**config.mk**
```make
export PLATFORM = sky130hd
export DESIGN_NAME = snake_core_param
export DESIGN_NICKNAME = d
export VERILOG_FILES = /design/src/rtl/snake_pkg.sv /design/src/rtl/snake_lfsr16.sv /design/src/rtl/snake_core_param.sv
export SDC_FILE = /design/constraint.sdc
export NUM_CORES = 1
export LEC_CHECK = 0
export CAP_MARGIN = 20
export CORE_ASPECT_RATIO = 1.4
export CORE_MARGIN = 4
export CORE_UTILIZATION = 46
export CTS_CLUSTER_SIZE = 8
export DETAILED_ROUTE_END_ITERATION = 10
export PLACE_DENSITY_LB_ADDON = 0.1
export SLEW_MARGIN = 20
export SYNTH_ARGS = -nofsm -noshare
export SYNTH_HDL_FRONTEND = slang
export SYNTH_SLANG_ARGS = --single-unit
export TNS_END_PERCENT = 1
```
**constraint.sdc**
```tcl
create_clock -name ClkPort -period 6.1 [get_ports ClkPort]
set_clock_uncertainty 0.1 [all_clocks]
set_input_delay 1.525 -clock ClkPort [delete_from_list [all_inputs] [get_ports ClkPort]]
set_output_delay 1.525 -clock ClkPort [all_outputs]
set_load 0.005 [all_outputs]
```
**src/rtl/snake_pkg.sv**
```systemverilog
// snake_pkg: state, direction and status encodings shared by the snake engine
package snake_pkg;
  typedef enum logic [2:0] {S_INI, S_RUN, S_STEP, S_SCAN, S_COMMIT, S_LOSE, S_WIN} state_t;
  typedef enum logic [1:0] {DIR_U, DIR_D, DIR_L, DIR_R} dir_t;
  function automatic dir_t opposite(input dir_t d);
    return dir_t'(d ^ 2'b01);
  endfunction
  function automatic logic [3:0] st_onehot(input state_t s);
    return s == S_INI ? 4'b0001 : s == S_LOSE ? 4'b0100 : s == S_WIN ? 4'b1000 : 4'b0010;
  endfunction
endpackage

```
**src/rtl/snake_lfsr16.sv**
```systemverilog
// snake_lfsr16: 16-bit Fibonacci LFSR, taps 16,14,13,11, used as the food position source
module snake_lfsr16 #(
  parameter logic [15:0] SEED = 16'hACE1
) (
  input  logic        clk,
  input  logic        rst_n,
  input  logic        en,
  output logic [15:0] lfsr
);
  logic [15:0] lfsr_q, lfsr_d;
  always_comb lfsr_d = en ? {lfsr_q[14:0], lfsr_q[15] ^ lfsr_q[13] ^ lfsr_q[12] ^ lfsr_q[10]} : lfsr_q;
  always_ff @(posedge clk or negedge rst_n)
    if (!rst_n) lfsr_q <= SEED;
    else lfsr_q <= lfsr_d;
  assign lfsr = lfsr_q;
endmodule

```
**src/rtl/snake_core_param.sv**
```systemverilog
// snake_core_param: parametrised snake engine with a circular body buffer and a sequential self-collision scan
module snake_core_param
  import snake_pkg::*;
#(
  parameter int GRID_W = 16,
  parameter int GRID_H = 12,
  parameter int MAX_LEN = 32,
  parameter int INIT_LEN = 3,
  parameter int TICK_DIV = 15000000,
  parameter int FOOD0_X = 10,
  parameter int FOOD0_Y = 6,
  parameter logic [15:0] LFSR_SEED = 16'hACE1,
  localparam int XW = $clog2(GRID_W),
  localparam int YW = $clog2(GRID_H),
  localparam int LW = $clog2(MAX_LEN + 1)
) (
  input  logic          ClkPort,
  input  logic          Reset_n,
  input  logic          BtnU_p,
  input  logic          BtnD_p,
  input  logic          BtnL_p,
  input  logic          BtnR_p,
  input  logic          Restart,
  output logic [3:0]    St,
  output logic [XW-1:0] head_x,
  output logic [YW-1:0] head_y,
  output logic [XW-1:0] food_x,
  output logic [YW-1:0] food_y,
  output logic [LW-1:0] length,
  output logic [15:0]   score,
  output logic          move_tick,
  input  logic [LW-1:0] q_idx,
  output logic [XW-1:0] q_x,
  output logic [YW-1:0] q_y,
  output logic          q_valid
);
  localparam int PW = $clog2(MAX_LEN);
  localparam int TW = $clog2(TICK_DIV);
  state_t state_q, state_d;
  dir_t dir_q, dir_d, pend_q, pend_d, bdir;
  logic [TW-1:0] tick_q, tick_d;
  logic [PW-1:0] hp_q, hp_d, hp_c, scan_slot;
  logic [LW-1:0] len_q, len_d, scan_q, scan_d;
  logic [15:0] score_q, score_d, lfsr;
  logic [XW-1:0] fx_q, fx_d, nx_q, nx_d, qx_q, qx_d, hx, nx_c, fx_new;
  logic [YW-1:0] fy_q, fy_d, ny_q, ny_d, qy_q, qy_d, hy, ny_c, fy_new;
  logic [XW:0] rx;
  logic [YW:0] ry;
  logic [XW-1:0] bx_q [MAX_LEN];
  logic [XW-1:0] bx_d [MAX_LEN];
  logic [YW-1:0] by_q [MAX_LEN];
  logic [YW-1:0] by_d [MAX_LEN];
  logic grow_q, grow_d, mt_q, mt_d, qv_q, qv_d, oob, hit, last, btn, lfsr_unused;
  // logical body index i lives at slot (head pointer + i) mod MAX_LEN
  function automatic logic [PW-1:0] slot(input logic [PW-1:0] base, input logic [LW-1:0] i);
    return PW'((int'(base) + int'(i)) % MAX_LEN);
  endfunction
  snake_lfsr16 #(.SEED(LFSR_SEED)) u_lfsr (.clk(ClkPort), .rst_n(Reset_n), .en(1'b1), .lfsr(lfsr));
  assign lfsr_unused = ^lfsr;
  assign hx = bx_q[hp_q];
  assign hy = by_q[hp_q];
  assign nx_c = pend_q == DIR_L ? hx - 1'b1 : pend_q == DIR_R ? hx + 1'b1 : hx;
  assign ny_c = pend_q == DIR_U ? hy - 1'b1 : pend_q == DIR_D ? hy + 1'b1 : hy;
  assign oob = pend_q == DIR_L ? hx == '0 : pend_q == DIR_R ? hx == XW'(GRID_W - 1) :
               pend_q == DIR_U ? hy == '0 : hy == YW'(GRID_H - 1);
  assign scan_slot = slot(hp_q, scan_q);
  assign hit = bx_q[scan_slot] == nx_q && by_q[scan_slot] == ny_q;
  // the tail vacates its cell on a plain move, so it only counts when growing
  assign last = scan_q + 1'b1 == (grow_q ? len_q : len_q - 1'b1);
  assign hp_c = hp_q == '0 ? PW'(MAX_LEN - 1) : hp_q - 1'b1;
  assign btn = BtnU_p | BtnD_p | BtnL_p | BtnR_p;
  assign bdir = BtnU_p ? DIR_U : BtnD_p ? DIR_D : BtnL_p ? DIR_L : DIR_R;
  assign rx = {1'b0, lfsr[XW-1:0]};
  assign ry = {1'b0, lfsr[15 -: YW]};
  assign fx_new = XW'(rx >= (XW+1)'(GRID_W) ? rx - (XW+1)'(GRID_W) : rx);
  assign fy_new = YW'(ry >= (YW+1)'(GRID_H) ? ry - (YW+1)'(GRID_H) : ry);
  always_comb begin
    state_d = state_q;
    dir_d = dir_q;
    pend_d = pend_q;
    tick_d = tick_q;
    hp_d = hp_q;
    len_d = len_q;
    score_d = score_q;
    fx_d = fx_q;
    fy_d = fy_q;
    nx_d = nx_q;
    ny_d = ny_q;
    grow_d = grow_q;
    scan_d = scan_q;
    bx_d = bx_q;
    by_d = by_q;
    mt_d = 1'b0;
    qx_d = bx_q[slot(hp_q, q_idx)];
    qy_d = by_q[slot(hp_q, q_idx)];
    qv_d = q_idx < len_q;
    case (state_q)
      S_INI: begin
        state_d = S_RUN;
        dir_d = DIR_R;
        pend_d = DIR_R;
        tick_d = '0;
        hp_d = '0;
        len_d = LW'(INIT_LEN);
        score_d = '0;
        fx_d = XW'(FOOD0_X);
        fy_d = YW'(FOOD0_Y);
        for (int i = 0; i < MAX_LEN; i++) begin
          bx_d[i] = XW'(GRID_W / 2 - i);
          by_d[i] = YW'(GRID_H / 2);
        end
      end
      S_RUN: begin
        tick_d = tick_q == TW'(TICK_DIV - 1) ? '0 : tick_q + 1'b1;
        state_d = tick_q == TW'(TICK_DIV - 1) ? S_STEP : S_RUN;
        pend_d = btn && bdir != opposite(dir_q) ? bdir : pend_q;
      end
      S_STEP: begin
        dir_d = pend_q;
        nx_d = nx_c;
        ny_d = ny_c;
        grow_d = nx_c == fx_q && ny_c == fy_q;
        scan_d = '0;
        state_d = oob ? S_LOSE : S_SCAN;
      end
      S_SCAN: begin
        scan_d = scan_q + 1'b1;
        state_d = hit ? S_LOSE : last ? S_COMMIT : S_SCAN;
      end
      S_COMMIT: begin
        hp_d = hp_c;
        bx_d[hp_c] = nx_q;
        by_d[hp_c] = ny_q;
        mt_d = 1'b1;
        len_d = grow_q ? len_q + 1'b1 : len_q;
        score_d = grow_q && !(&score_q) ? score_q + 1'b1 : score_q;
        fx_d = grow_q ? fx_new : fx_q;
        fy_d = grow_q ? fy_new : fy_q;
        state_d = grow_q && len_q + 1'b1 == LW'(MAX_LEN) ? S_WIN : S_RUN;
      end
      S_LOSE, S_WIN: state_d = Restart ? S_INI : state_q;
      default: state_d = S_INI;
    endcase
  end
  always_ff @(posedge ClkPort or negedge Reset_n)
    if (!Reset_n) begin
      state_q <= S_INI;
      dir_q <= DIR_R;
      pend_q <= DIR_R;
      tick_q <= '0;
      hp_q <= '0;
      len_q <= LW'(INIT_LEN);
      score_q <= '0;
      fx_q <= XW'(FOOD0_X);
      fy_q <= YW'(FOOD0_Y);
      nx_q <= '0;
      ny_q <= '0;
      grow_q <= 1'b0;
      scan_q <= '0;
      mt_q <= 1'b0;
      qx_q <= '0;
      qy_q <= '0;
      qv_q <= 1'b0;
      for (int i = 0; i < MAX_LEN; i++) begin
        bx_q[i] <= XW'(GRID_W / 2 - i);
        by_q[i] <= YW'(GRID_H / 2);
      end
    end else begin
      state_q <= state_d;
      dir_q <= dir_d;
      pend_q <= pend_d;
      tick_q <= tick_d;
      hp_q <= hp_d;
      len_q <= len_d;
      score_q <= score_d;
      fx_q <= fx_d;
      fy_q <= fy_d;
      nx_q <= nx_d;
      ny_q <= ny_d;
      grow_q <= grow_d;
      scan_q <= scan_d;
      mt_q <= mt_d;
      qx_q <= qx_d;
      qy_q <= qy_d;
      qv_q <= qv_d;
      bx_q <= bx_d;
      by_q <= by_d;
    end
  assign St = st_onehot(state_q);
  assign head_x = hx;
  assign head_y = hy;
  assign food_x = fx_q;
  assign food_y = fy_q;
  assign length = len_q;
  assign score = score_q;
  assign move_tick = mt_q;
  assign q_x = qx_q;
  assign q_y = qy_q;
  assign q_valid = qv_q;
endmodule

```
==> Yosys cells after proc, flatten, opt, wreduce, memory -nomap -nowiden <==
Cells that the tools add are included.
{ "totals": {"ff_bits": 363, "out_inout_bits": 52} }
{ "op_classes": {"add_sub_neg": 14, "eq_ne": 23, "order_cmp": 8, "n_reduce_logical": 21, "bitwise_logic": 11, "muxes": 64} }
{ "op_table": {"columns": ["op", "count"], "rows": [
  ["$pmux 128 s2", 2],
  ["$bwmux 128", 2],
  ["$bmux 4 s5", 6],
  ["$mux 4", 24],
  ["$pmux 24 s2", 1],
  ["$pmux 16 s2", 1],
  ["$add 24x1->24 const B", 1],
  ["$eq 24x24->1 const B", 1],
  ["$ge 6x6->1 const B", 4],
  ["$mux 24", 1],
  ["$not 5->6", 4],
  ["$pmux 6 s2", 2],
  ["$demux 4 s5", 1],
  ["$pmux 3 s6", 1],
  ["$add 16x1->16 const B", 1],
  ["$eq 4x4->1", 4],
  ["$mux 16", 1],
  ["$pmux 4 s2", 2],
  ["$reduce_and 16->1", 1],
  ["$mux 3", 5],
  ["$add 6x1->6 const B", 2],
  ["$mux 6", 2],
  ["$sub 4x1->4 const B", 3],
  ["$add 5x5->5", 2],
  ["35 further kinds", 67]
]} }

==> Logic depth before layout (Yosys ltp) <==
{ "logic_depth": {"depth_word": 10, "mapped_depth": 17} }

==> Modules after synthesis <==
A second synthesis with hierarchy kept.
{ "hier_totals": {"hier_cells": 2009, "hier_area_um2": 22542.9} }
{ "modules_own_cells": {"columns": ["mod", "seq_area_each_um2", "area_per_inst_um2", "cells_each", "instances"], "rows": [
  ["snake_core_param", 8856.0, 21867.2, 1971, 1],
  ["snake_lfsr16", 410.4, 675.6, 38, 1]
]} }

==> Worst setup path after synthesis <==
No wires, ideal clock.
{ "synth_path": {"path_type": "input-to-reg", "startpoint": "input q_idx[0]", "endpoint": "register qx_q[0] (netlist: q_x[0])", "setup_slack_ps": 1679, "stages": 6, "n_path_buf": 1, "arrival_time_ps": 4197, "cell_sequence": "ha_1 -> fa_1 -> xnor2_1 -> clkbuf_1 -> mux4_2 -> mux2_2"} }
{ "synth_between": {"elab_chain_cells": 5} }
{ "synth_lines": {"columns": ["item", "line", "text"], "rows": [
  ["from (decl)", "snake_core_param.sv:32", "input logic [LW-1:0] q_idx,"],
  ["$add 5x5->5", "snake_core_param.sv:56", "return PW'((int'(base) + int'(i)) % MAX_LEN);"],
  ["$not 5->6 (not written as such)", "snake_core_param.sv:94", "qx_d = bx_q[slot(hp_q, q_idx)];"],
  ["$bmux 4 s5", "snake_core_param.sv:94", null],
  ["$mux 4 (not written as such) (2 in series)", "snake_core_param.sv:94", null],
  ["named net qx_d[0]", "snake_core_param.sv:45", "logic [XW-1:0] fx_q, fx_d, nx_q, nx_d, qx_q, qx_d, hx, nx_c, fx_new;"],
  ["to (signal assigned)", "snake_core_param.sv:183", "qx_q <= qx_d;"],
  ["to (decl)", "snake_core_param.sv:45", null]
]} }
The timed path passes the listed nets, and every way through them passes these cells. The select of a mux whose other input is x is not followed.
A chain may end at the register's enable or synchronous reset.

==> Worst setup path after layout <==
{ "layout_path": {"startpoint": "register hp_q[0]", "endpoint": "output head_y[1]"} }
{ "layout_between": {"elab_chain_cells": 4} }
{ "layout_lines": {"columns": ["item", "line", "text"], "rows": [
  ["from (decl)", "snake_core_param.sv:42", "logic [PW-1:0] hp_q, hp_d, hp_c, scan_slot;"],
  ["from (signal assigned)", "snake_core_param.sv:173", "hp_q <= hp_d;"],
  ["$not 5->6 (not written as such)", "snake_core_param.sv:61", "assign hy = by_q[hp_q];"],
  ["$bmux 4 s5", "snake_core_param.sv:61", null],
  ["$mux 4 (not written as such) (2 in series)", "snake_core_param.sv:61", null],
  ["to (decl)", "snake_core_param.sv:26", "output logic [YW-1:0] head_y,"]
]} }
No other way between the ends. The select of a mux whose other input is x is not followed.

==> results_dict.tcl <==
set metrics [dict create \
    root_buffer "clkbuf_16" \
    hold_viol_final 0 \
    core_um2 47900 \
    routedWlPerCell_um 26.2 \
    reg2reg_to "state_q[1]$_DFFE_PN0P_" \
    min_from "u_lfsr.lfsr[8]$_DFF_PN0_" \
    crit_start "hp_q[0]$_DFFE_PN0P_" \
    cap_violations 0 \
    p_clk_share_pct 50.8 \
    antenna_left 0 \
    finalMaxSlewViolations 0 \
    start_kind "register" \
    ir_worst_vdd_v 0.000207 \
    period_minus_slack_ns 5.55 \
    synth.area.top_cells "dfrtp_1 24%, mux4_2 22%, dfstp_2 17%, nand2_1 5.6%, o21ai_0 4.6%" \
    power_density_nw_per_um2 212 \
    antenna_found_initial 1 \
    cts_hold_buf 0 \
    syn_nets 2044 \
    reg2regPathDepth 11 \
    fmax_mhz 180 \
    synth.distinct_cells 64 \
    internal_power_mw 4.10 \
    crit_required_ns 4.47 \
    rsz0062_at_grt "false" \
    grt_start_max_net_pins 99 \
    fillers 4154 \
    arrival_ns 3.92 \
    crit_fanout 44 \
    initial_core_util_pct 46.4 \
    path_class "reg2out" \
    syn-instance-count 2001 \
    finalCritPeriodShare_pct 91.0 \
    clk_path_buf_depth 3 \
    dr.pass1.iters 5 \
    cts.sinks 363 \
    drive_above_1_share_pct 28.0 \
    ys_warn_count 0 \
    grt-ovfl-total 0 \
    gp_congestion 0.925 \
    hp-class "reg2reg" \
    synth-seq-cells 363 \
    viasPerCell 6.31 \
    async_flop_share_pct 100 \
    tightest_slew_ns 1.04 \
    switching_power_mw 1.22 \
    cts_buffers 51 \
    syn2layout_area_growth_pct 13.1 \
    crit_path_end "head_y[1]" \
    die_h_um 268 \
    syn_area_um2 22200 \
    ys.flop_type "dfrtp_1" \
    vias 17100 \
    cts_setup_buffers 0 \
    synth_top_cell_by_area "dfrtp_1" \
    grt_usage_pct 27.4 \
    power_switching_share_pct 22.9 \
    p_seq_share_pct 45.7 \
    total_power_mw 5.32 \
    p_leak_nw 9.39 \
    synth_edf_count 0 \
    setup_tns_ns 0 \
    die_area_um2 51900 \
    syn_area_per_cell_um2 11.1 \
    layout.cells.most_common_list "330 x nand2_1, 215 x mux4_2, 214 x dfrtp_1, 205 x o21ai_0, 147 x nor2_1" \
    drc 0 \
    clk_latency_ns 0.60 \
    cts_tree "done" \
    status "finished, final reports clean" \
    io_pins 65 \
    power_frac_comb_pct 3.5 \
    final_common_cell "nand2_1" \
    grt_pass1_wl_mm 110 \
    die_x_um 194 \
    core.rowCount 95 \
    dpl.hpwl_mm 49.9 \
    r2r-start "hp_q[0]$_DFFE_PN0P_" \
    initialDrtViolationCount 1454 \
    clk_pin_slew_ns 0.05 \
    slew_headroom_pct 30.0 \
    nNetsFinal 2077 \
    setup_viol 0 \
    cts_resized 0 \
    end_kind "output port" \
    htreeDepth 2 \
    port_buffers 64 \
    grt_pass1_vias 17200 \
    rrSetupSlack_ns 1.18 \
    synth_top_area_share_pct 24.4 \
    fin_util_pct 52.4 \
    yosysSeqAreaShare_pct 41.7 \
    totalWireLength_mm 70.9 \
]
power groups by stage:
| stage | Combinational (mW) | Clock (mW) | Sequential, mW |
|---|---|---|---|
| after CTS | 0.193 | 2.77 | 2.43 |
| after global routing | 0.207 | 2.87 | 2.43 |
| final | 0.189 | 2.70 | 2.43 |
| after detailed placement | 0.192 | 0 | 2.47 |
| after floorplan | 0.0893 | 0 | 2.46 |
| after global placement | 0.189 | 0 | 2.47 |
cells in the mapped netlist (all sizes together), types with 3 or more instances:
master	n
nand2	331
mux4	218
dfrtp	217
o21ai	212
nor2	147
dfstp	146
clkbuf	97
mux2	86
a21oi	81
xnor2	59
nand3	54
buf	37
inv	37
mux2i	37
ha	28
xor2	19
nor3	16
o31ai	15
nand2b	14
o22ai	14
and3	13
or3	13
a22o	11
a31oi	9
nand4	9
nor2b	8
o211ai	7
o221ai	6
or2	6
a21o	5
a22oi	4
and2	4
nor4	4
nor4b	4
a2bb2oi	3
and4	3
nand3b	3
o22a	3
metrics by stage:
stage | worst slack (ns) | instances | instance area, um2 | hold slack, ns
after global placement | 1.13 | 2610 | 23600 | 0.239
after floorplan | 1.68 | 2001 | 22200 | 0.231
after CTS | 0.466 | 2702 | 25100 | 0.255
after detailed placement | 1.08 | 2610 | 23600 | 0.240
final | 0.551 | 2704 | 25100 | 0.252
after global routing | 0.331 | 2703 | 25100 | 0.257
flip-flops by register name (all words and copies together) (netlist names), 5 cells and up:
register,count
length,6
scan_q,6
bx_q,128
by_q,128
u_lfsr.lfsr,16
tick_q,24
score,16
hp_q,5
worst max-delay path: stages (launching register included):
cell,delay [ns]
dfrtp_4,1.02
buf_12,0.34
mux4_2,0.55
or3_1,0.33
a311o_2,0.54
clkdlybuf4s50_1,0.50
layout make-up:
type,count,area (um2),share of cell area [%]
clock inverters,2,25.0,0.0996
inverters,39,146,0.583
flip-flops and latches,363,9270,36.9
repair buffers,114,1110,4.41
well taps,630,788,3.14
multi-input cells,1465,12300,49.0
clock buffers,90,1460,5.83
diodes,1,2.50,0.00996
routing by layer:
metal	vias up	track usage [%]	part of all wire [%]
li1	7445	-	-
met1	8681	34.6	38
met2	755	46.2	49
met3	188	4.19	6.3
met4	0	14.5	6.2
met5	-	0	0
logic make-up after synthesis:
kind of cell / share of synthesized area [%]
AND/OR/NAND/NOR: 12.3
AO/OA/AOI/OAI: 9.73
flip-flops: 41.7
multiplexers: 28.2
buffers and inverters: 3.28
XOR/XNOR: 3.08
adder cells (fa/ha/maj): 1.76
worst min-delay path by stage:
stage          slack (ns)                  endpoint  cells past startpoint
6_report             0.25  u_lfsr.lfsr[9]$_DFF_PN0_                      0
5_1_grt              0.26  u_lfsr.lfsr[9]$_DFF_PN0_                      0
4_1_cts              0.25  u_lfsr.lfsr[9]$_DFF_PN0_                      0
3_5_place_dp         0.24  u_lfsr.lfsr[9]$_DFF_PN0_                      0
3_3_place_gp         0.24  u_lfsr.lfsr[9]$_DFF_PN0_                      0
2_1_floorplan        0.23  u_lfsr.lfsr[9]$_DFF_PN0_                      0
Note: power is estimated with default switching activity, not from simulation.
